<file path="config.mk">
export PLATFORM = sky130hd
export DESIGN_NAME = ethernet_transmit
export DESIGN_NICKNAME = d
export VERILOG_FILES = /design/src/rtl/ethernet_transmit_pkg.sv /design/src/rtl/ethernet_transmit_crc32_nibble.sv /design/src/rtl/ethernet_transmit.sv
export SDC_FILE = /design/constraint.sdc
export NUM_CORES = 1
export LEC_CHECK = 0
export CAP_MARGIN = 20
export CORE_MARGIN = 4
export CORE_UTILIZATION = 45
export DETAILED_ROUTE_END_ITERATION = 10
export GPL_ROUTABILITY_DRIVEN = 0
export REMOVE_ABC_BUFFERS = 1
export SLEW_MARGIN = 20
export SYNTH_ARGS = -nofsm -noshare
export SYNTH_HDL_FRONTEND = slang
export SYNTH_SLANG_ARGS = --single-unit
</file>
<file path="constraint.sdc">
create_clock -name phy_tx_clk -period 3 [get_ports phy_tx_clk]
set_input_delay 0.45 -clock phy_tx_clk [delete_from_list [all_inputs] [get_ports phy_tx_clk]]
set_output_delay 0.45 -clock phy_tx_clk [all_outputs]
set_load 0.005 [all_outputs]
</file>
<file path="src/rtl/ethernet_transmit_pkg.sv">
// Shared constants and state encoding for the Ethernet MII transmit path.
package ethernet_transmit_pkg;

    typedef enum logic [2:0] {
        StIdle,
        StPreamble,
        StData,
        StPad,
        StFcs,
        StIfg
    } tx_state_e;

    localparam logic [3:0]  PreambleNibble  = 4'h5;
    localparam logic [3:0]  SfdNibble       = 4'hD;
    localparam int unsigned PreambleNibbles = 16;
    localparam logic [31:0] CrcPoly         = 32'hEDB88320;
    localparam logic [31:0] CrcInit         = 32'hFFFFFFFF;

endpackage

</file>
<file path="src/rtl/ethernet_transmit_crc32_nibble.sv">
// Combinational reflected CRC-32 update for one nibble, LSB first.
module crc32_nibble
    import ethernet_transmit_pkg::*;
(
    input  logic [31:0] crc,
    input  logic [3:0]  nibble,
    output logic [31:0] crc_next
);

    logic [31:0] c;

    always_comb begin
        c = crc ^ {28'd0, nibble};
        for (int i = 0; i < 4; i++) begin
            c = c[0] ? ((c >> 1) ^ CrcPoly) : (c >> 1);
        end
        crc_next = c;
    end

endmodule

</file>
<file path="src/rtl/ethernet_transmit.sv">
// MII frame transmitter: preamble/SFD, FIFO payload, zero pad, CRC-32 FCS, inter-frame gap.
module ethernet_transmit
    import ethernet_transmit_pkg::*;
#(
    parameter int unsigned MIN_DATA    = 60,
    parameter int unsigned MAX_DATA    = 1514,
    parameter int unsigned IFG_NIBBLES = 24
) (
    input  logic        phy_tx_clk,
    input  logic        reset_n,
    input  logic        tx_start,
    input  logic [10:0] tx_len,
    input  logic [7:0]  fifo_dout,
    input  logic        fifo_empty,
    output logic        fifo_rd_en,
    output logic        phy_tx_ctrl,
    output logic [3:0]  phy_txd,
    output logic        tx_busy,
    output logic        tx_done,
    output logic        tx_underrun,
    output logic        tx_reject
);

    localparam logic [10:0] MinLen  = 11'(MIN_DATA);
    localparam logic [10:0] MaxLen  = 11'(MAX_DATA);
    localparam logic [15:0] IfgLast = 16'(IFG_NIBBLES);
    localparam logic [15:0] SfdSlot = 16'(PreambleNibbles - 1);

    tx_state_e   state_q;
    logic [15:0] cnt_q;
    logic [10:0] len_q;
    logic [10:0] byte_cnt_q;
    logic        hi_q;
    logic [7:0]  byte_q;
    logic [31:0] crc_q;
    logic [31:0] crc_next;
    logic [31:0] fcs_word;
    logic [3:0]  crc_nib_in;
    logic        start_ok;

    assign start_ok = (tx_len != 11'd0) && (tx_len <= MaxLen);
    assign fcs_word = ~crc_q;

    always_comb begin
        crc_nib_in = 4'h0;
        if (state_q == StData) begin
            crc_nib_in = hi_q ? byte_q[7:4] : fifo_dout[3:0];
        end
    end

    crc32_nibble u_crc (
        .crc     (crc_q),
        .nibble  (crc_nib_in),
        .crc_next(crc_next)
    );

    // Outputs are registered one cycle ahead of the wire; the pop is issued in the
    // high-nibble phase so the FWFT FIFO presents the next byte by the next low slot.
    always_ff @(posedge phy_tx_clk or negedge reset_n) begin
        if (!reset_n) begin
            state_q     <= StIdle;
            cnt_q       <= '0;
            len_q       <= '0;
            byte_cnt_q  <= '0;
            hi_q        <= 1'b0;
            byte_q      <= '0;
            crc_q       <= CrcInit;
            fifo_rd_en  <= 1'b0;
            phy_tx_ctrl <= 1'b0;
            phy_txd     <= 4'h0;
            tx_busy     <= 1'b0;
            tx_done     <= 1'b0;
            tx_underrun <= 1'b0;
            tx_reject   <= 1'b0;
        end else begin
            fifo_rd_en  <= 1'b0;
            tx_done     <= 1'b0;
            tx_underrun <= 1'b0;
            tx_reject   <= 1'b0;
            unique case (state_q)
                StIdle: begin
                    phy_tx_ctrl <= 1'b0;
                    phy_txd     <= 4'h0;
                    tx_busy     <= 1'b0;
                    if (tx_start) begin
                        if (start_ok) begin
                            state_q     <= StPreamble;
                            len_q       <= tx_len;
                            cnt_q       <= 16'd1;
                            crc_q       <= CrcInit;
                            phy_tx_ctrl <= 1'b1;
                            phy_txd     <= PreambleNibble;
                            tx_busy     <= 1'b1;
                        end else begin
                            tx_reject <= 1'b1;
                        end
                    end
                end
                StPreamble: begin
                    cnt_q <= cnt_q + 16'd1;
                    if (cnt_q == SfdSlot) begin
                        phy_txd    <= SfdNibble;
                        state_q    <= StData;
                        hi_q       <= 1'b0;
                        byte_cnt_q <= '0;
                    end else begin
                        phy_txd <= PreambleNibble;
                    end
                end
                StData: begin
                    if (!hi_q) begin
                        if (fifo_empty) begin
                            phy_tx_ctrl <= 1'b0;
                            phy_txd     <= 4'h0;
                            tx_underrun <= 1'b1;
                            cnt_q       <= 16'd1;
                            state_q     <= StIfg;
                        end else begin
                            byte_q     <= fifo_dout;
                            phy_txd    <= fifo_dout[3:0];
                            crc_q      <= crc_next;
                            fifo_rd_en <= 1'b1;
                            hi_q       <= 1'b1;
                        end
                    end else begin
                        phy_txd    <= byte_q[7:4];
                        crc_q      <= crc_next;
                        hi_q       <= 1'b0;
                        byte_cnt_q <= byte_cnt_q + 11'd1;
                        if (byte_cnt_q == len_q - 11'd1) begin
                            cnt_q   <= '0;
                            state_q <= (len_q < MinLen) ? StPad : StFcs;
                        end
                    end
                end
                StPad: begin
                    phy_txd <= 4'h0;
                    crc_q   <= crc_next;
                    hi_q    <= ~hi_q;
                    if (hi_q) begin
                        byte_cnt_q <= byte_cnt_q + 11'd1;
                        if (byte_cnt_q == MinLen - 11'd1) begin
                            cnt_q   <= '0;
                            state_q <= StFcs;
                        end
                    end
                end
                StFcs: begin
                    if (cnt_q[3]) begin
                        phy_tx_ctrl <= 1'b0;
                        phy_txd     <= 4'h0;
                        tx_done     <= 1'b1;
                        cnt_q       <= 16'd1;
                        state_q     <= StIfg;
                    end else begin
                        phy_txd <= fcs_word[{cnt_q[2:0], 2'b00} +: 4];
                        cnt_q   <= cnt_q + 16'd1;
                    end
                end
                StIfg: begin
                    phy_tx_ctrl <= 1'b0;
                    phy_txd     <= 4'h0;
                    if (cnt_q >= IfgLast) begin
                        state_q <= StIdle;
                        tx_busy <= 1'b0;
                    end else begin
                        cnt_q <= cnt_q + 16'd1;
                    end
                end
                default: state_q <= StIdle;
            endcase
        end
    end

endmodule

</file>
**After elaboration in Yosys (flattened, before gate mapping)**

Cells that the tools add are included.

- Register bits after elaboration: 92
- Bits in latches: 0
- Memory bits (writable): 0
- Memory bits (read-only): 0
- Logic and storage cells: 136
- Memories kept: 0

- Add/sub/neg operators: 3
- Multipliers: 0
- Div/mod/pow operators: 0
- Order comparisons: 3
- Equal/unequal tests: 22
- Shift operators: 1
- Muxes and demuxes: 64
- Bitwise logic cells: 8
- Reduce and logical (&&, ||, !) cells: 21

Operator list:

| kind | number |
|---|---|
| $mux 32 | 8 |
| $mux 16 | 9 |
| $pmux 16 s6 | 1 |
| $pmux 32 s3 | 1 |
| $not 13->14 | 4 |
| $mux 3 | 13 |
| $not 32->32 | 1 |
| $shiftx 32x6->4 | 1 |
| $xor 32x4->32 | 1 |
| $mux 4 | 6 |
| $mux 11 | 2 |
| $pmux 11 s2 | 1 |
| $ne 2x2->1 const B | 10 |
| $pmux 4 s5 | 1 |
| $mux 1 | 18 |
| $pmux 3 s6 | 1 |
| $add 16x1->16 const B | 1 |
| $eq 16x4->1 const B | 1 |
| $ge 16x5->1 const B | 1 |
| $add 11x1->11 const B | 1 |
| $eq 11x11->1 | 1 |
| $eq 11x6->1 const B | 1 |
| $le 11x11->1 const B | 1 |
| $lt 11x6->1 const B | 1 |
| 25 further kinds | 36 |

**Logic depth before layout (Yosys ltp)**

- Depth after elaboration: 14
- Mapped depth: 9
- Mapped depth without buffers: 8

**Cells and area by module**

Synthesis repeated with hierarchy kept, for this count alone.

- Cells, all modules: 580
- Area, all modules: 5698.0 µm²

Modules (own cells, without submodules):

| module | instances | cells an instance | area an instance (µm²) |
|---|---|---|---|
| ethernet_transmit | 1 | 528 | 4884.7 |
| crc32_nibble | 1 | 52 | 813.3 |

**Least setup slack after synthesis**

No wires, ideal clock.

- Path kind: register -> register
- Start point: register len_q[4]
- End point: register cnt_q[7]
- Setup time: 0.139 ns
- Arrival time: 2.574 ns
- Required time: 2.861 ns
- Path slack: 0.287 ns
- Stages on the path, launching flop included: 9
- Buffers on the path: 2
- Clock period less this slack: 2.713 ns
- Cell sequence: dfrtp_1 buf_6 or4_4 or4_1 a2111oi_2 nand4_2 o211ai_4 buf_6 o2111ai_2

- Word-level cells in the longest chain between the ends: 4

RTL lines:

| what | line | RTL |
|---|---|---|
| start: declaration | ethernet_transmit.sv:31 | `logic [10:0] len_q;` |
| start signal: assignment | ethernet_transmit.sv:88 | `len_q <= tx_len;` |
| $sub 11x1->11 | ethernet_transmit.sv:130 | `if (byte_cnt_q == len_q - 11'd1) begin` |
| $eq 11x11->1 | ethernet_transmit.sv:130 |  |
| $ne 3x2->1 (no line) | n/a |  |
| $reduce_and 8->1 (no line) | n/a |  |
| end signal: assignment | ethernet_transmit.sv:100 | `cnt_q <= cnt_q + 16'd1;` |
| end signal: assignment | ethernet_transmit.sv:157 | `cnt_q <= cnt_q + 16'd1;` |
| end signal: assignment | ethernet_transmit.sv:167 | `cnt_q <= cnt_q + 16'd1;` |
| end: declaration | ethernet_transmit.sv:30 | `logic [15:0] cnt_q;` |

No other way between the ends.
A chain may end at the register's enable or synchronous reset.

**Worst setup path in the final report**

- Start point: register len_q[6]
- End point: register cnt_q[6]

Same word-level chain as after synthesis.

==> results.toml <==
[min_path]
hold_class = "in -> async"

[cells_and_area]
nFillCells = 1104
stdcell_area_mm2 = 0.00651
nets = 654
post_layout_nonfiller_instances = 778
multiInputGateArea_mm2 = 0.00304
final_common_cell = "nor2_1"
drive_above_1_share_pct = 20.1
mostFrequentLayoutCells = "59 x nor2_1, 56 x dfrtp_1, 41 x nand2_1"
area_delta_synth_final_pct = 18.0
insertedDiodeCount = 0
fin_util_pct = 54.2
seqCellArea_mm2 = 0.00224

[detailed_routing]
vias_per_cell = 6.03
ant_nets = 0
drc = 0
vias = 4691
wire_per_inst_um = 18.2
first_pass_iters = 4
drt_iter0_markers = 315
drt_wl_total_um = 14200

[placed_design]
dp_worst_setup_slack_ns = -0.0257
dpl-instance-area_mm2 = 0.00621
numPortBuffers = 32
place_inst = 762
dp_hpwl_um = 10200

[sta]
rsz0062_at_grt = "false"
relSlewSlack_pct = 43.2
fmax_mhz = 352
layout_setup_ws_ns = 0.159
hold-worst-slack_ns = 0.130
clock_skew_ns = 0.00696
max_slew.worst_pin.slew_ns = 0.846
min_period_ns = 2.84
final.setup.tns_ns = 0
fin_crit_sh_pct = 94.7
finalSetupViolations = 0
hold_viol = 0
slew_violations = 0

[floorplan]
dieArea_mm2 = 0.0141
rows = 40
die_w_um = 119
die_h_um = 119
start_util_pct = 45.9
io-pin-count = 33
core_area_mm2 = 0.0120

[grt]
grt_pass1_wl_um = 23700
antenna_found_initial = 0
overflow = 0
grt_pass1_vias = 4517
grt_usage_pct = 20.8
grt_max_degree = 58

[logic_synthesis]
yosysSeqAreaShare_pct = 40.7
syn_area_mm2 = 0.00552
yosysTopAreaCellShare_pct = 25.4
synth_edf_count = 0
syn_area_per_cell_um2 = 9.43
syn_inst = 585
synth.distinct_cells = 68
synth.area.top_cells = "dfrtp_1 25%, dfstp_2 15%, xnor2_1 4.1%"
synth_largest_area_cell = "dfrtp_1"
async_reset_ff_share_pct = 100
synth_warnings = 0
synth_flop_cell = "dfrtp_1"
ys_seq_elements = 88

[critical_path]
cp-end-kind = "register"
slowest_delay_ns = 0.57
slowest_stage = "or4_4"
worstSetupPathType = "reg -> reg"
r2r_cells = 7
cp_cell_sequence = "or4_4 > or4_1 > a2111oi_2 > nand4_2 > o211ai_4 > buf_12 > o2111ai_1"
rrSetupSlack_ns = 0.16
crit_family = "simple AND/OR/NAND/NOR gates"
critPathArrivalTime_ns = 3.05
critPathRequiredTime_ns = 3.21
critPathBufInv = 1
r2r_end = "cnt_q[6]"
cp-start-kind = "register"
cp_max_fo = 16
r2r_start = "len_q[6]"

[pwr]
p_comb_share_pct = 40.6
switching_share_pct = 39.0
power_frac_seq_pct = 35.1
internal_power_mw = 2.82
clkPwrFrac_pct = 24.3
power_mw = 4.62
ir_worst_vdd_mv = 0.491
power_switching_mw = 1.80
power_density_mw_per_mm2 = 710
p_leak_nw = 2.50

[status]
status = "complete, no violations"

[cts]
clockBufferDepth = 2
clockRootBuffer = "clkbuf_16"
htree_num_levels = 3
clkSlewWorstSetupHoldPaths_ns = 0.06
postCtsSetupRepairBufs = 0
cts_buffers = 9
cts_tree = "done"
insertion_delay_ns = 0.35
clock-sinks = 88

[flow_run]
maxCapViolations = 0
## cell usage after synthesis (7+ instances only)
cell type	number
a21oi_1	21
a31oi_1	36
and3_1	13
clkbuf_1	30
dfrtp_1	56
dfstp_2	32
inv_1	18
mux2_2	12
mux2i_1	8
mux4_2	8
nand2_1	41
nand3_1	18
nand4_1	7
nor2_1	59
nor3_1	20
nor4_1	9
o21ai_0	36
o22a_1	8
xnor2_1	26
xor2_1	22
## worst max-delay path by stage
stage	slack [ns]	start	depth (start not counted)	to
floorplan	-6.67	state_q[2]	5	crc_q[17]
global placement	-0.13	tx_len[3]	6	len_q[3]
detailed placement	-0.03	tx_len[0]	8	cnt_q[7]
CTS	0.14	len_q[6]	7	cnt_q[11]
global route	0.03	cnt_q[8]	6	cnt_q[12]
finish	0.16	len_q[6]	7	cnt_q[6]
## power by group through the flow
stage / Clock (mW) / Combinational (mW) / Sequential (mW)
floorplan: 0 / 0.989 / 1.67
global placement: 0 / 1.83 / 1.64
detailed placement: 0 / 1.86 / 1.64
CTS: 1.16 / 1.87 / 1.62
global route: 1.21 / 2.07 / 1.65
finish: 1.12 / 1.88 / 1.62
## routing by layer
metal / GRT usage, % / vias up / part of all wire [%]
met5: 0 / - / 0
met4: 3.77 / 0 / 0.76
met3: 5.22 / 9 / 5.7
met2: 33.2 / 138 / 47
met1: 29.1 / 2287 / 47
li1: - / 2257 / -
## area by class of cell
class | count | area share, %
clock buffers | 11 | 4.06
clock inverters | 5 | 0.557
inverters | 18 | 1.04
multi-input cells | 436 | 46.7
flip-flops and latches | 88 | 34.4
well taps | 147 | 2.83
repair buffers | 73 | 10.4
## registers in the layout (all words and copies together), names as in the netlist, 3 cells and up
signal      flops
byte_q          4
crc_q          32
byte_cnt_q     11
cnt_q          16
phy_txd         4
len_q          11
state_q         3
## logic make-up (layout without fill, tap and decap cells)
family                   count (synthesis)  after routing  share of synthesized area (%)
AND/OR/NAND/NOR                        196            196                           17.8
multiplexers                            28             28                           7.17
adder cells (fa/ha/maj)                  5              5                           1.13
AO/OA/AOI/OAI                          155            155                           19.5
buffers and inverters                   61            107                           4.54
flip-flops                              88             88                           40.7
XOR/XNOR                                52             52                           9.26
## timing repair
item / 4_1_cts / 5_1_grt
resized for setup: 0 / 2
hold buffers: 0 / 0
endpoints found under the setup margin: 0 / 16
Note: power is estimated with default switching activity, not from simulation.
